==> config.mk <==
export PLATFORM = sky130hd
export DESIGN_NAME = nv_csa_acc_seq
export DESIGN_NICKNAME = d
export VERILOG_FILES = /design/src/rtl/nv_csa_acc_seq_pkg.sv /design/src/rtl/nv_csa_acc_seq_tree.sv /design/src/rtl/nv_csa_acc_seq.sv
export SDC_FILE = /design/constraint.sdc
export NUM_CORES = 1
export LEC_CHECK = 0
export ABC_CLOCK_PERIOD_IN_PS = 2430
export CORE_MARGIN = 4
export CORE_UTILIZATION = 30
export CTS_CLUSTER_DIAMETER = 150
export DETAILED_ROUTE_END_ITERATION = 12
export PLACE_DENSITY = 0.49
export RECOVER_POWER = 25
export REMOVE_ABC_BUFFERS = 1
export SLEW_MARGIN = 0
export SYNTH_ARGS = -nofsm -noshare
export SYNTH_HDL_FRONTEND = slang
export SYNTH_SLANG_ARGS = --single-unit
==> constraint.sdc <==
create_clock -name nvdla_core_clk -period 2.43 [get_ports nvdla_core_clk]
set_input_delay 0.3645 -clock nvdla_core_clk [delete_from_list [all_inputs] [get_ports nvdla_core_clk]]
set_output_delay 0.3645 -clock nvdla_core_clk [all_outputs]
set_load 0.01 [all_outputs]
==> src/rtl/nv_csa_acc_seq_pkg.sv <==
// -----------------------------------------------------------------------------
// nv_csa_acc_seq_pkg
//
// Shared definitions for the carry-save accumulation sequencer:
//   - state_e      : sequencer states (ACC accumulate, RES resolve, OUT present)
//   - NV_NUM_IN    : default operands per input beat for the MAC datapath
//   - NV_WIDTH     : default operand / accumulator / result width
//   - NV_CNT_W     : default beat counter width
// -----------------------------------------------------------------------------
package nv_csa_acc_seq_pkg;

    localparam int NV_NUM_IN = 4;
    localparam int NV_WIDTH  = 24;
    localparam int NV_CNT_W  = 8;

    typedef enum logic [1:0] {
        ST_ACC = 2'd0,
        ST_RES = 2'd1,
        ST_OUT = 2'd2
    } state_e;

endpackage : nv_csa_acc_seq_pkg

==> src/rtl/nv_csa_acc_seq_tree.sv <==
// -----------------------------------------------------------------------------
// NV_DW02_tree
//
// Carry-save compressor: reduces num_inputs operands of input_width bits to a
// sum/carry pair such that OUT0 + OUT1 == sum(INPUT) modulo 2^input_width.
// Purely combinational.
//
// Ports:
//   INPUT  in   num_inputs*input_width  operand k at [k*input_width +: input_width]
//   OUT0   out  input_width             sum vector
//   OUT1   out  input_width             carry vector (already shifted, MSB dropped)
//
// The reduction is a chain of 3:2 counters folding one operand per stage into
// the running pair. For the handful of inputs used by the sequencer the chain
// depth is small and the structure maps cleanly onto full-adder rows.
// -----------------------------------------------------------------------------
module NV_DW02_tree #(
    parameter int num_inputs  = 6,
    parameter int input_width = 24
) (
    input  logic [num_inputs*input_width-1:0] INPUT,
    output logic [input_width-1:0]            OUT0,
    output logic [input_width-1:0]            OUT1
);

    logic [input_width-1:0] s_v;
    logic [input_width-1:0] c_v;
    logic [input_width-1:0] a_v;
    logic [input_width-1:0] maj_v;

    // NOTE: blocking assignments are deliberate here -- each loop iteration
    // must see the pair produced by the previous 3:2 stage within the same
    // evaluation, which is exactly what combinational logic needs.
    always_comb begin
        s_v   = INPUT[0 +: input_width];
        c_v   = '0;
        a_v   = '0;
        maj_v = '0;
        for (int k = 1; k < num_inputs; k++) begin
            a_v   = INPUT[k*input_width +: input_width];
            maj_v = (s_v & c_v) | (s_v & a_v) | (c_v & a_v);
            s_v   = s_v ^ c_v ^ a_v;
            // Carry moves one bit up; the bit shifted past the MSB is dropped
            // because all arithmetic is modulo 2^input_width.
            c_v   = maj_v << 1;
        end
        OUT0 = s_v;
        OUT1 = c_v;
    end

endmodule : NV_DW02_tree

==> src/rtl/nv_csa_acc_seq.sv <==
// -----------------------------------------------------------------------------
// nv_csa_acc_seq
//
// Time-shares one carry-save compressor tree across a multi-beat operand
// stream. Every accepted beat folds its NUM_IN operands into a running
// carry-save pair; on the packet's last beat the pair is resolved with one
// carry-propagate add and presented on a valid/ready output.
//
// Ports:
//   nvdla_core_clk   in   1              core clock, rising edge
//   nvdla_core_rstn  in   1              asynchronous active-low reset
//   in_pvld          in   1              input beat valid
//   in_prdy          out  1              input beat ready (decode of state)
//   in_data          in   NUM_IN*WIDTH   operand k at [k*WIDTH +: WIDTH]
//   in_last          in   1              final beat of packet
//   out_pvld         out  1              result valid
//   out_prdy         in   1              result ready
//   out_data         out  WIDTH          packet sum modulo 2^WIDTH
//   out_beats        out  CNT_W          beats accepted, saturating
//   out_ovf          out  1              beat counter saturated in packet
//
// Flow: ACC (accept beats) -> RES (resolve pair, clear accumulator)
//       -> OUT (hold result until transfer) -> ACC.
// Last beat accepted in cycle T gives out_pvld in cycle T+2.
// -----------------------------------------------------------------------------
module nv_csa_acc_seq
    import nv_csa_acc_seq_pkg::*;
#(
    parameter int NUM_IN = NV_NUM_IN,
    parameter int WIDTH  = NV_WIDTH,
    parameter int CNT_W  = NV_CNT_W
) (
    input  logic                    nvdla_core_clk,
    input  logic                    nvdla_core_rstn,
    input  logic                    in_pvld,
    output logic                    in_prdy,
    input  logic [NUM_IN*WIDTH-1:0] in_data,
    input  logic                    in_last,
    output logic                    out_pvld,
    input  logic                    out_prdy,
    output logic [WIDTH-1:0]        out_data,
    output logic [CNT_W-1:0]        out_beats,
    output logic                    out_ovf
);

    localparam int                 TREE_N  = NUM_IN + 2;
    localparam logic [CNT_W-1:0]   CNT_MAX = '1;

    state_e             state_q,     state_d;
    logic [WIDTH-1:0]   acc_sum_q,   acc_sum_d;
    logic [WIDTH-1:0]   acc_carry_q, acc_carry_d;
    logic [CNT_W-1:0]   beat_cnt_q,  beat_cnt_d;
    logic               ovf_q,       ovf_d;
    logic [WIDTH-1:0]   out_data_q,  out_data_d;
    logic [CNT_W-1:0]   out_beats_q, out_beats_d;
    logic               out_ovf_q,   out_ovf_d;

    logic [TREE_N*WIDTH-1:0] tree_in;
    logic [WIDTH-1:0]        tree_sum;
    logic [WIDTH-1:0]        tree_carry;

    // The running pair rides along as the two top tree inputs, so one tree
    // pass both adds the new operands and keeps the result redundant.
    assign tree_in = {acc_carry_q, acc_sum_q, in_data};

    NV_DW02_tree #(
        .num_inputs  (TREE_N),
        .input_width (WIDTH)
    ) u_tree (
        .INPUT (tree_in),
        .OUT0  (tree_sum),
        .OUT1  (tree_carry)
    );

    // NOTE: every signal this block drives gets a default before the case
    // statement; a path that leaves one unassigned would infer a latch.
    always_comb begin
        state_d     = state_q;
        acc_sum_d   = acc_sum_q;
        acc_carry_d = acc_carry_q;
        beat_cnt_d  = beat_cnt_q;
        ovf_d       = ovf_q;
        out_data_d  = out_data_q;
        out_beats_d = out_beats_q;
        out_ovf_d   = out_ovf_q;
        in_prdy     = 1'b0;
        out_pvld    = 1'b0;

        unique case (state_q)
            ST_ACC: begin
                in_prdy = 1'b1;
                if (in_pvld) begin
                    acc_sum_d   = tree_sum;
                    acc_carry_d = tree_carry;
                    // Counter sticks at its maximum; the overflow flag records
                    // that at least one beat went uncounted.
                    if (beat_cnt_q == CNT_MAX) begin
                        ovf_d = 1'b1;
                    end else begin
                        beat_cnt_d = beat_cnt_q + 1'b1;
                    end
                    if (in_last) begin
                        state_d = ST_RES;
                    end
                end
            end

            ST_RES: begin
                // Single carry-propagate add; carry-out falls off the top.
                out_data_d  = acc_sum_q + acc_carry_q;
                out_beats_d = beat_cnt_q;
                out_ovf_d   = ovf_q;
                acc_sum_d   = '0;
                acc_carry_d = '0;
                beat_cnt_d  = '0;
                ovf_d       = 1'b0;
                state_d     = ST_OUT;
            end

            ST_OUT: begin
                out_pvld = 1'b1;
                if (out_prdy) begin
                    state_d = ST_ACC;
                end
            end

            default: begin
                state_d = ST_ACC;
            end
        endcase
    end

    // NOTE: state registers use non-blocking assignments so every flop
    // samples its _d value from before the edge, independent of block order.
    always_ff @(posedge nvdla_core_clk or negedge nvdla_core_rstn) begin
        if (!nvdla_core_rstn) begin
            state_q     <= ST_ACC;
            acc_sum_q   <= '0;
            acc_carry_q <= '0;
            beat_cnt_q  <= '0;
            ovf_q       <= 1'b0;
            out_data_q  <= '0;
            out_beats_q <= '0;
            out_ovf_q   <= 1'b0;
        end else begin
            state_q     <= state_d;
            acc_sum_q   <= acc_sum_d;
            acc_carry_q <= acc_carry_d;
            beat_cnt_q  <= beat_cnt_d;
            ovf_q       <= ovf_d;
            out_data_q  <= out_data_d;
            out_beats_q <= out_beats_d;
            out_ovf_q   <= out_ovf_d;
        end
    end

    assign out_data  = out_data_q;
    assign out_beats = out_beats_q;
    assign out_ovf   = out_ovf_q;

endmodule : nv_csa_acc_seq
# After elaboration in Yosys (flattened, before gate mapping)

Index checks and enable logic that the tools add are counted.

Add/sub/neg operators: 2
Multiply operators: 0
Divide/modulo/power cells: 0
Magnitude comparators: 0
Equal/unequal tests: 8
Shifts and indexed selects: 0
Multiplexer cells: 16
Bitwise gates (word level): 30
Reductions and logical operators: 6

Operators with widths:

| kind                | count |
|---|---|
| $and 23x23->23      | 13 |
| $xor 24x24->24      | 9 |
| $or 23x23->23       | 8 |
| $pmux 24 s2         | 2 |
| $mux 24             | 2 |
| $add 24x24->24      | 1 |
| $mux 8              | 2 |
| $pmux 8 s2          | 1 |
| $ne 2x2->1 const B  | 5 |
| $reduce_and 3->1    | 3 |
| $add 8x1->8 const B | 1 |
| $eq 8x8->1 const B  | 1 |
| $mux 2              | 3 |
| $pmux 2 s3          | 1 |
| $mux 1              | 4 |
| $eq 2x1->1 const B  | 1 |
| $eq 2x2->1 const B  | 1 |
| $logic_not 2->1     | 1 |
| $pmux 1 s2          | 1 |
| $reduce_and 2->1    | 1 |
| $reduce_bool 2->1   | 1 |

Register bits after elaboration: 92
Latch bits: 0
RAM bits: 0
ROM bits: 0
Bits of input ports: 101
Output and inout bits: 35
Word-level logic and storage cells: 70
Memories: 0

# Longest topological paths before layout

Gate-level depths: netlist of the first run.

Depth after elaboration: 15
Mapped depth: 9
Depth with buffers taken out: 9

# Cells and area by module

Synthesis of the first run repeated with hierarchy kept, for this count alone.

Cells, all modules: 594
Area, all modules: 6874.1 µm²

Modules (own cells, without submodules):

| module         | instances | cells each | area an instance (µm²) | seq. area each (µm²) |
|---|---|---|---|---|
| nv_csa_acc_seq | 1         | 464        | 4653.2                 | 2302.2 |
| NV_DW02_tree   | 1         | 130        | 2220.9                 | 0.0 |

# Least setup slack after synthesis of the first run

Ideal clock, no wire load.

Path type: input port to flip-flop
Start point: input port in_data[3]
End point: register acc_sum_q[3]
Library setup time: 121 ps
Arrival: 2649 ps
Required time: 2309 ps
Setup slack: -340 ps
Cell stages on the path: 6
Buffers on the path: 0
Path through: ha_1 -> fa_1 -> fa_1 -> fa_1 -> fa_1 -> a22o_1

Word-level cells in the longest chain between the ends: 11

RTL lines:

| element                      | RTL line                  | RTL |
|---|---|---|
| from (decl)                  | nv_csa_acc_seq.sv:37      | `input logic [NUM_IN*WIDTH-1:0] in_data,` |
| $xor 24x24->24 (9 in series) | nv_csa_acc_seq_tree.sv:42 | `s_v = s_v ^ c_v ^ a_v;` |
| $mux 24                      | nv_csa_acc_seq.sv:92      | `if (in_pvld) begin` |
| $pmux 24 s2                  | nv_csa_acc_seq.sv:89      | `unique case (state_q)` |
| to (signal assigned)         | nv_csa_acc_seq.sv:147     | `acc_sum_q <= acc_sum_d;` |
| to (decl)                    | nv_csa_acc_seq.sv:50      | `logic [WIDTH-1:0] acc_sum_q, acc_sum_d;` |

Every way passes these cells. The select of a mux whose other input is x is not followed.
A chain may end at the register's enable or synchronous reset.

# Worst setup path in the final report of the first run

Start point: input port in_data[35]
End point: register acc_sum_q[11]

Same word-level chain as after synthesis.

==> metrics, run 1 <==
status=finished with violations; failing checks=setup timing; fmax=~0.4 GHz; Die H=about 160 um; CTS tree=built; Tcrit/Tclk final=1.05; Max clock buf depth=2; Unique masters post-synth=48; GR Util met1=0.173; filler cell count=1996; register area share after synthesis=0.345; Tot Pwr=around 9.5 mW; DRT iter0 DRCs=202; CP Launch Type=input port; most frequent cell after synthesis=dfrtp_1; cts bufs inserted=9; Post-Place Worst Slack=-0.896 ns; endpoints failing setup=22; async set or reset register ratio after synthesis=1.00; Synth top cells by count=dfrtp_1, fa_1, nand2_1; first-pass GRT wire length=around 25 mm; synthesized area per cell=12.3 um2; Pwr per Cell Area=roughly 1000 nW/um2; Leakage=4.01 nW; Port Buffers=135; top cell type's share of synthesized area=0.345; drt wl/cell=between 15 and 20 um; row cnt=53; Synth-to-Final Area Change=40.5%; yosys warns=0; clk sink count=90; max-cap violation count=0; Antenna Violating Nets Remaining=0; register bit total from synthesis=90; Layout Nets=928; clk slew on worst S/H paths=~0.060 ns; fraction of layout cells with a size suffix above 1=0.268; area taken by flip-flops and latches=2250 um2; Clock Latency Late Sink=roughly 0.35 ns; Die ar.=24200 um2; multi-input combinational cell area=around 4600 um2; final worst-path setup slack=-0.125 ns; post-DP HPWL=about 12 mm; initial core utilization=0.308; Post-synth EDFFs=0; Largest delay share family, worst path=adder cells; drt pass-1 iters=4; Main synth FF type=dfrtp_1; skew final=0.00643 ns; vias in the first global route=approximately 5000; Post-Syn Instances=530; min-delay worst type=in2async; crit path DAT=about 2.8 ns; gpl congestion=a little over 0.8; critical setup path kind=in2reg; Root Driver=clkbuf_16; H-tree depth=3; Mapped Area=6540 um2; grt ovf=0; WP data required=between 2 and 3 ns; via count=4569; io pins=~140; largest area contributor in the netlist=dfrtp_1; nature of the critical path endpoint=flop; fin. max-slew vios=0; Worst Tran Pin Value=roughly 1.2 ns; Largest stage delay, worst path=around 0.52 ns; total track usage=0.129; GR met2 Demand/Resource=0.212; DR vias/cell=roughly 4.7; hold_buf cts=0; GRT Max-Usage Layer=met2; RSZ-0062 raised after global routing=true; crit path cell chain=buf_6, ha_4, fa_2, fa_1, fa_1, fa_2, a22o_1; largest net degree at the start of global routing=49; Buf/Inv on CP=1; Final Hold Fails=0; worst IR drop on VDD=378 uV; Area contributors post-synth=dfrtp_1, fa_1, ha_1; grt met3 use=0.0222; drt drc=0; CP max stage cell=fa_2; antenna violations before repair=0; relative slew slack=0.188; CP Max Fanout=1; die width=roughly 160 um; total wire length=approximately 15 mm; Core Area=around 21000 um2; ant diodes=0; Tmin final=approximately 2.6 ns
[power breakdown]
part | internal [mW] | leakage, nW | total (mW) | switching [mW]
Clock | 0.926 | 0.156 | 1.52 | 0.589
Sequential | 2.10 | 1.17 | 2.64 | 0.540
Combinational | 2.86 | 2.69 | 5.39 | 2.53
Total | 5.89 | 4.01 | 9.55 | 3.66
[repair_timing]
action	CTS	global route
endpoints found under the hold margin	0	0
endpoints found under the setup margin	47	50
gates resized for setup	291	26
setup buffers	0	3
pin swaps	159	118
[registers in the layout (all words and copies together) (netlist names)]
register / cells
acc_sum_q: 24
out_data: 24
acc_carry_q: 22
beat_cnt_q: 8
out_beats: 8
state_q: 2
out_ovf: 1
ovf_q: 1
[per-stage QoR]
stage | hold slack (ns) | std cells | area (um2) | utilization | TNS (ns)
after global routing | 0.384 | 970 | 9180 | 0.433 | -3.42
final | 0.260 | 970 | 9180 | 0.433 | -2.04
after global placement | 0.428 | 951 | 8370 | 0.394 | -34.49
after floorplan | 0.0689 | 508 | 6390 | - | -16.61
after CTS | 0.0418 | 967 | 9060 | 0.427 | -5.01
after detailed placement | 0.427 | 951 | 8370 | 0.394 | -35.29
[area by class of cell]
type	instances	area share
clock buffers	11	0.0264
clock inverters	5	0.00845
inverters	3	0.00123
multi-input cells	415	0.501
flip-flops and latches	90	0.245
well taps	275	0.0375
repair buffers	171	0.180
[placed cells by master, fill, tap and decap left out, drive strengths merged, types with 2 or more instances in the layout]
master,n
ha,49
and3,7
clkdlybuf4s50,66
o22ai,2
clkdlybuf4s15,3
a22o,45
nor2,8
xnor2,16
a311oi,3
a211oi,2
nand3,3
o31ai,2
fa,88
nand4,6
nand2b,5
clkbuf,12
o21a,2
a21o,9
dfrtp,90
xor2,16
a32o,2
buf,80
dlygate4sd2,21
o21ai,32
a21oi,18
inv,3
bufinv,2
clkinv,2
nand2,76
and2,7
a31oi,6
[logic make-up after synthesis]
| group | synth area share |
|---|---|
| adder cells (fa/ha/maj) | 0.363 |
| XOR/XNOR | 0.0429 |
| flip-flops | 0.345 |
| buffers and inverters | 0.0232 |
| AND/OR/NAND/NOR | 0.0800 |
| AO/OA/AOI/OAI | 0.146 |
[final timing paths]
| check | startpoint | to | slack, ns | cells past startpoint |
|---|---|---|---|---|
| max | in_data[35] | acc_sum_q[11] | -0.12 | 7 |
| min | nvdla_core_rstn | out_beats[4] | 0.26 | 1 |
| max reg2reg | acc_sum_q[2] | out_data[22] | 0.08 | 10 |
| min reg2reg | out_beats[2] | out_beats[2] | 0.47 | 2 |
| max in group asynchronous | nvdla_core_rstn | acc_sum_q[3] | 1.30 | 2 |
| min in group nvdla_core_clk | out_beats[2] | out_beats[2] | 0.47 | 2 |
[worst register-to-register path, cell delays in order (launching register included)]
cell	delay, ns
dfrtp_1	0.42
ha_4	0.19
fa_2	0.35
a21o_1	0.22
a221oi_2	0.26
buf_4	0.18
o31ai_4	0.11
a21oi_2	0.20
buf_4	0.14
nand4_1	0.09
o311ai_1	0.09
[layer usage]
layer | up-vias | wire length, um | share of wire
met1 | 2263 | 6800 | 0.45
li1 | 2187 | - | -
met4 | 0 | 244 | 0.016
met2 | 104 | 7270 | 0.48
met3 | 15 | 679 | 0.045
met5 | - | 0 | 0
(Power assumes the default switching activity.)
==> run 2: changes to the inputs <==
Settings changed: ABC_CLOCK_PERIOD_IN_PS 2430 to 2900, PLACE_DENSITY 0.49 to 0.48.
Clock period 2.43 ns to 2.9 ns, I/O delays scaled along.
==> run 2 against run 1 <==
  * Register-to-register slack improved by 0.19 ns
  * Non-clock buffer count decreased by 32
  * The flow finishes with violations (capacitance limit, slew limit)
  * Global-route usage decreased by 0.44 points
  * Worst setup slack improved by 0.17 ns
  * Largest cell class unchanged
  * Die area unchanged
  * Via count decreased by 2.5%
  * Highest routed layer unchanged
  * Critical endpoint is now acc_sum_q[16]
  * Combinational power decreased by 25%
  * Worst hold slack improved by 0.21 ns
  * Sequential power decreased by 15%
  * Critical path depth unchanged
  * Clock skew increased by 0.00074 ns
==> metrics, run 2 (synthesis gave the netlist of run 1 again) <==
Tot Pwr=7.35 mW; Tmin final=~2.9 ns; Crit. Startpoint=in_data[40]; fmax=approximately 0.35 GHz; Clock Latency Late Sink=about 0.35 ns; cts bufs inserted=9; vias in the first global route=4876; nature of the critical path endpoint=flop; min-delay worst type=reg2reg; Pwr per Cell Area=858 nW/um2; DRT iter0 DRCs=between 100 and 150; drt wl/cell=approximately 15 um; failing checks=capacitance limit, slew limit; Worst Tran Pin Value=around 2.3 ns; crit path cell chain=dlygate4sd2_1, ha_1, fa_1, fa_1, fa_1, fa_1, a22o_1; RSZ-0062 raised after global routing=false; Antenna Violating Nets Remaining=0; post-DP HPWL=11.2 mm; grt met3 use=0.0222; initial core utilization=0.308; max-cap violation count=1; highest-count cells in the layout ignoring fill and taps=dfrtp_1, clkdlybuf4s50_1, nand2_1, fa_1, a22o_1; Root Driver=clkbuf_16; Worst Setup EP=acc_sum_q[16]; Crit path depth=7; Tcrit/Tclk final=0.983; relative slew slack=-0.514; grt ovf=0; drt drc=0; WP data required=between 3 and 4 ns; Port Buffers=between 100 and 150; largest net degree at the start of global routing=53; antenna violations before repair=0; total wire length=between 10 and 15 mm; most used cell, CP=fa_1; crit path DAT=around 3.1 ns; RR Endpoint=out_data[16]; endpoints failing setup=0; Leakage=about 3.8 nW; io pins=between 100 and 150; clk sink count=90; worst IR drop on VDD=286 uV; total track usage=0.124; die width=~160 um; first-pass GRT wire length=around 25 mm; gpl congestion=0.806; Setup Buffers After CTS=0; CP Max Fanout=1; worst r2r src=acc_sum_q[2]; H-tree depth=3; hold_buf cts=0; Setup TNS=0 ns; Final Hold Fails=0; FF-to-FF setup slack=0.27 ns; Die ar.=24200 um2; GRT Max-Usage Layer=met2; CP max stage cell=fa_1; CTS tree=built; via count=about 4500; GR Util met1=0.177; Synth-to-Final Area Change=31.1%; ant diodes=0; skew final=0.00718 ns; clk slew on worst S/H paths=roughly 0.060 ns; Largest delay share family, worst path=adder cells; drt pass-1 iters=4; Max clock buf depth=2; GR met2 Demand/Resource=0.196; status=finished with violations; fraction of layout cells with a size suffix above 1=0.107; Core Area=around 21000 um2; fin. max-slew vios=between 40 and 50; Die H=156 um; Buf/Inv on CP=1; CP Launch Type=input port; critical setup path kind=in2reg; row cnt=53; reg2reg path depth=9; Layout Nets=~900; Largest stage delay, worst path=0.54 ns; DR vias/cell=between 4 and 5
## run 2: changes by cell type in the layout (fill, tap and decap cells not counted), moves of 14 or more
cell / change
buf_6: -41
buf_4: -33
clkdlybuf4s50_1: +24
fa_1: +21
fa_2: -21
dlygate4sd2_1: +20
ha_4: -14
## run 2: repair_timing
item                       in CTS  in global routing
pin swaps                      85                 23
gates resized for setup        84                  1
gates cloned                    0                  0
setup endpoints to repair      23                 20
## run 2: report_power, final
| part | leakage [nW] | internal [mW] | switching [mW] |
|---|---|---|---|
| combinational | 2.47 | 2.07 | 1.95 |
| clock | 0.132 | 0.622 | 0.473 |
| sequential | 1.17 | 1.76 | 0.481 |
## run 2: area by class of cell
class	instances	area [um2]
Clock buffer	13	260
Clock inverter	2	12.5
Fill cell	2027	12700
Inverter	3	11.3
Multi-Input combinational cell	415	4340
Sequential cell	90	2250
Tap cell	275	344
Timing Repair Buffer	139	1350
## run 2: tightest hold or removal path, delay by kind of cell (launching register included)
family | cells | cell delay [ns]
DFF | 1 | 0.34
and+or+nand+nor | 2 | 0.10
## run 2: worst min-delay path by stage
stage,from,end,slack [ns],depth (start not counted)
3_5_place_dp,nvdla_core_rstn,out_beats[4],0.46,1
5_1_grt,out_ovf,out_ovf,0.49,2
3_3_place_gp,nvdla_core_rstn,out_beats[4],0.46,1
6_report,out_data[9],out_data[9],0.47,2
2_1_floorplan,nvdla_core_rstn,acc_carry_q[10],0.14,0
4_1_cts,nvdla_core_rstn,out_beats[4],0.08,1
## run 2: metal layers
metal,share of wire,vias up
met5,0,-
met4,0.014,0
met3,0.051,11
met2,0.47,117
met1,0.47,2200
li1,-,2126
## run 2: stage by stage
step / utilization / instances / hold slack [ns] / setup slack, ns / instance area, um2
after detailed placement: 0.385 / 922 / 0.461 / -0.468 / 8160
after floorplan: - / 508 / 0.139 / -0.361 / 6390
after global placement: 0.385 / 922 / 0.458 / -0.464 / 8160
after CTS: 0.404 / 937 / 0.0825 / 0.00377 / 8570
final: 0.404 / 937 / 0.474 / 0.0495 / 8570
after global routing: 0.404 / 937 / 0.491 / 0.000311 / 8570
==> run 3: changes to the inputs <==
Settings changed: PLACE_DENSITY 0.48 to 0.47, SYNTH_HIERARCHICAL set to 1.
==> run 3 against run 2 <==
  * The run now ends clean
  * Register-to-register slack gained 0.04 ns
  * Via count grew 12%
  * Die area grew 4.9%
  * Sequential share of layout area shrank 0.36 points
  * Power grew 5.2%
  * Clock power is essentially flat
  * First-iteration DRC count grew 93%
  * Synthesized cell count grew 12%
  * Global-route usage grew 0.58 points
  * Critical path type unchanged
  * Combinational power grew 8.0%
  * Sequential power grew 4%
  * Highest routed layer unchanged
  * Critical path depth is the same
==> metrics, run 3 <==
status=complete, no violations; top cell type's share of synthesized area=0.335; XOR/XNOR Fraction of Synth Area=0.0400; reg2reg path depth=8; relative slew slack=0.0329; most frequent cell after synthesis=dfrtp_1; sequential power share=0.300; nature of the critical path endpoint=flop; CP Max Fanout=1; hold_buf cts=0; Layout Nets=960; via count=roughly 5000; final worst-path setup slack=roughly 0.066 ns; H-tree depth=3; synthesized area per cell=around 12 um2; Tcrit/Tclk final=0.977; Tot Pwr=approximately 7.7 mW; Synth Area in Adders=0.352; Mapped Area=about 7000 um2; total track usage=0.130; Max clock buf depth=2; Clock power frac=0.139; highest-count cells in the layout ignoring fill and taps=dfrtp_1, clkdlybuf4s50_1, nand2_1, fa_1, a22o_1; total wire length=15.8 mm; Port Buffers=135; Leakage=about 3.9 nW; fin cells=just over 1000; Setup Buffers After CTS=0; CP Launch Type=input port; critical setup path kind=in2reg; drt drc=0; RR Endpoint=out_data[22]; Synth Area in Simple Gates=0.0961; clk slew on worst S/H paths=0.06 ns; Core Area=22600 um2; commonest non-fill, non-tap cell in the layout=dfrtp_1; P_sw=between 3 and 4 mW; antenna violations before repair=0; largest family of logic cells by synthesized area=adder cells; Final Cell Area=slightly below 9000 um2; async set or reset register ratio after synthesis=1.00; min-delay worst type=in2async; io pins=136; combinational share of power=0.561; Final Hold Fails=0; Pwr per Cell Area=just under 900 nW/um2; Post-Place Worst Slack=-0.634 ns; drt pass-1 iters=4; post-DP HPWL=~12 mm; register area share after synthesis=0.335; Switching Fraction=0.413; Root Driver=clkbuf_16; Antenna Violating Nets Remaining=0; Synth top cells by count=dfrtp_1, fa_1, nand2_1; internal power=4.54 mW; clk sink count=92; Main synth FF type=dfrtp_1; die width=roughly 160 um; Tmin final=between 2 and 3 ns; drt wl/cell=around 16 um; Unique masters post-synth=50; cts bufs inserted=9; largest net degree at the start of global routing=56; max-cap violation count=0; first-pass GRT wire length=~28 mm; Synth-to-Final Area Change=29.1%; placed cell count=between 900 and 1000; row cnt=55; skew final=0.00508 ns; initial core utilization=0.305; CTS tree=built; Die ar.=roughly 25000 um2; Synth Area in Compound Gates=0.147; Util after Layout=0.393; ant diodes=0; worst hold slack=~0.42 ns; Setup TNS=0 ns; register bit total from synthesis=92; endpoints failing setup=0; Die H=between 150 and 200 um; vias in the first global route=~5500; DR vias/cell=between 4 and 5; worst IR drop on VDD=roughly 230 uV; worst r2r src=acc_sum_q[0]; gpl congestion=about 0.77; Placed Area=roughly 8600 um2; Clock Latency Late Sink=between 0.3 and 0.4 ns; RSZ-0062 raised after global routing=true; DRT iter0 DRCs=260; Post-synth EDFFs=0; WP data required=3.13 ns; largest area contributor in the netlist=dfrtp_1; Worst Tran Pin Value=approximately 1.5 ns; fin. max-slew vios=0; post-synthesis mux area share=0.00728; fmax=0.353 GHz; grt ovf=0; Post-Syn Instances=594; yosys warns=6; FF-to-FF setup slack=0.31 ns; crit path DAT=between 3 and 4 ns; fraction of layout cells with a size suffix above 1=0.0886; Area contributors post-synth=dfrtp_1, fa_1, ha_1
run 3: cell types whose count changed after synthesis, sizes merged, moves of 4 or more:
| cell | before | now |
|---|---|---|
| xor2 | 16 | 12 |
| clkbuf | 17 | 22 |
| inv | 3 | 11 |
| nand4 | 6 | 15 |
| a21o | 9 | 5 |
| nor3 | 0 | 6 |
| mux2i | 0 | 5 |
| a21oi | 18 | 22 |
| and3 | 7 | 3 |
| nor2 | 8 | 22 |
| nand3 | 3 | 14 |
| o211ai | 0 | 8 |
run 3: power groups by stage:
stage	clock network [mW]	logic, mW	registers (mW)
4_1_cts	1.12	4.42	2.34
2_1_floorplan	0	2.93	2.31
3_3_place_gp	0	4.34	2.35
6_report	1.07	4.34	2.32
3_5_place_dp	0	4.41	2.36
5_1_grt	1.16	4.96	2.43
run 3: cell families after synthesis:
| kind of cell | Yosys count |
|---|---|
| AOI/OAI and AO/OA | 141 |
| other | 1 |
| and+or+nand+nor | 148 |
| xor gates and xnor gates | 29 |
| muxes | 5 |
| buffers and inverters | 38 |
| DFF | 92 |
| adders and majority gates | 140 |
run 3: worst max-delay path, cell delays in order:
cell and delay, ns:
dlygate4sd2_1 0.23, ha_2 0.27, fa_2 0.53, fa_2 0.44, fa_2 0.55, fa_1 0.40
a22o_1 0.20
run 3: final cells by class:
class                           count  area, um2
Clock buffer                       12        246
Clock inverter                      2       12.5
Fill cell                        2193      13700
Inverter                           11       41.3
Multi-Input combinational cell    464       4580
Sequential cell                    92       2300
Tap cell                          285        357
Timing Repair Buffer              141       1340
run 3: repair_timing:
item	4_1_cts	5_1_grt
pin swaps	119	24
endpoints found under the setup margin	45	6
endpoints found under the hold margin	0	0
resized for setup	71	28
run 3: layer usage:
| metal | vias up | share of wire | track usage |
|---|---|---|---|
| met4 | 0 | 0.012 | 0.0359 |
| li1 | 2367 | - | - |
| met1 | 2471 | 0.45 | 0.178 |
| met5 | - | 0 | 0 |
| met2 | 135 | 0.48 | 0.208 |
| met3 | 16 | 0.054 | 0.0316 |
run 3: how the worst max path moves through the flow:
stage | startpoint | endpoint | slack, ns | cells past startpoint
floorplan | in_pvld | acc_carry_q[0] | -0.54 | 2
global placement | in_data[1] | acc_sum_q[1] | -0.63 | 9
detailed placement | in_data[1] | acc_sum_q[1] | -0.63 | 9
CTS | in_data[1] | acc_sum_q[1] | 0.008 | 9
global route | in_data[1] | acc_sum_q[1] | -0.01 | 9
finish | in_data[28] | acc_sum_q[4] | 0.07 | 7
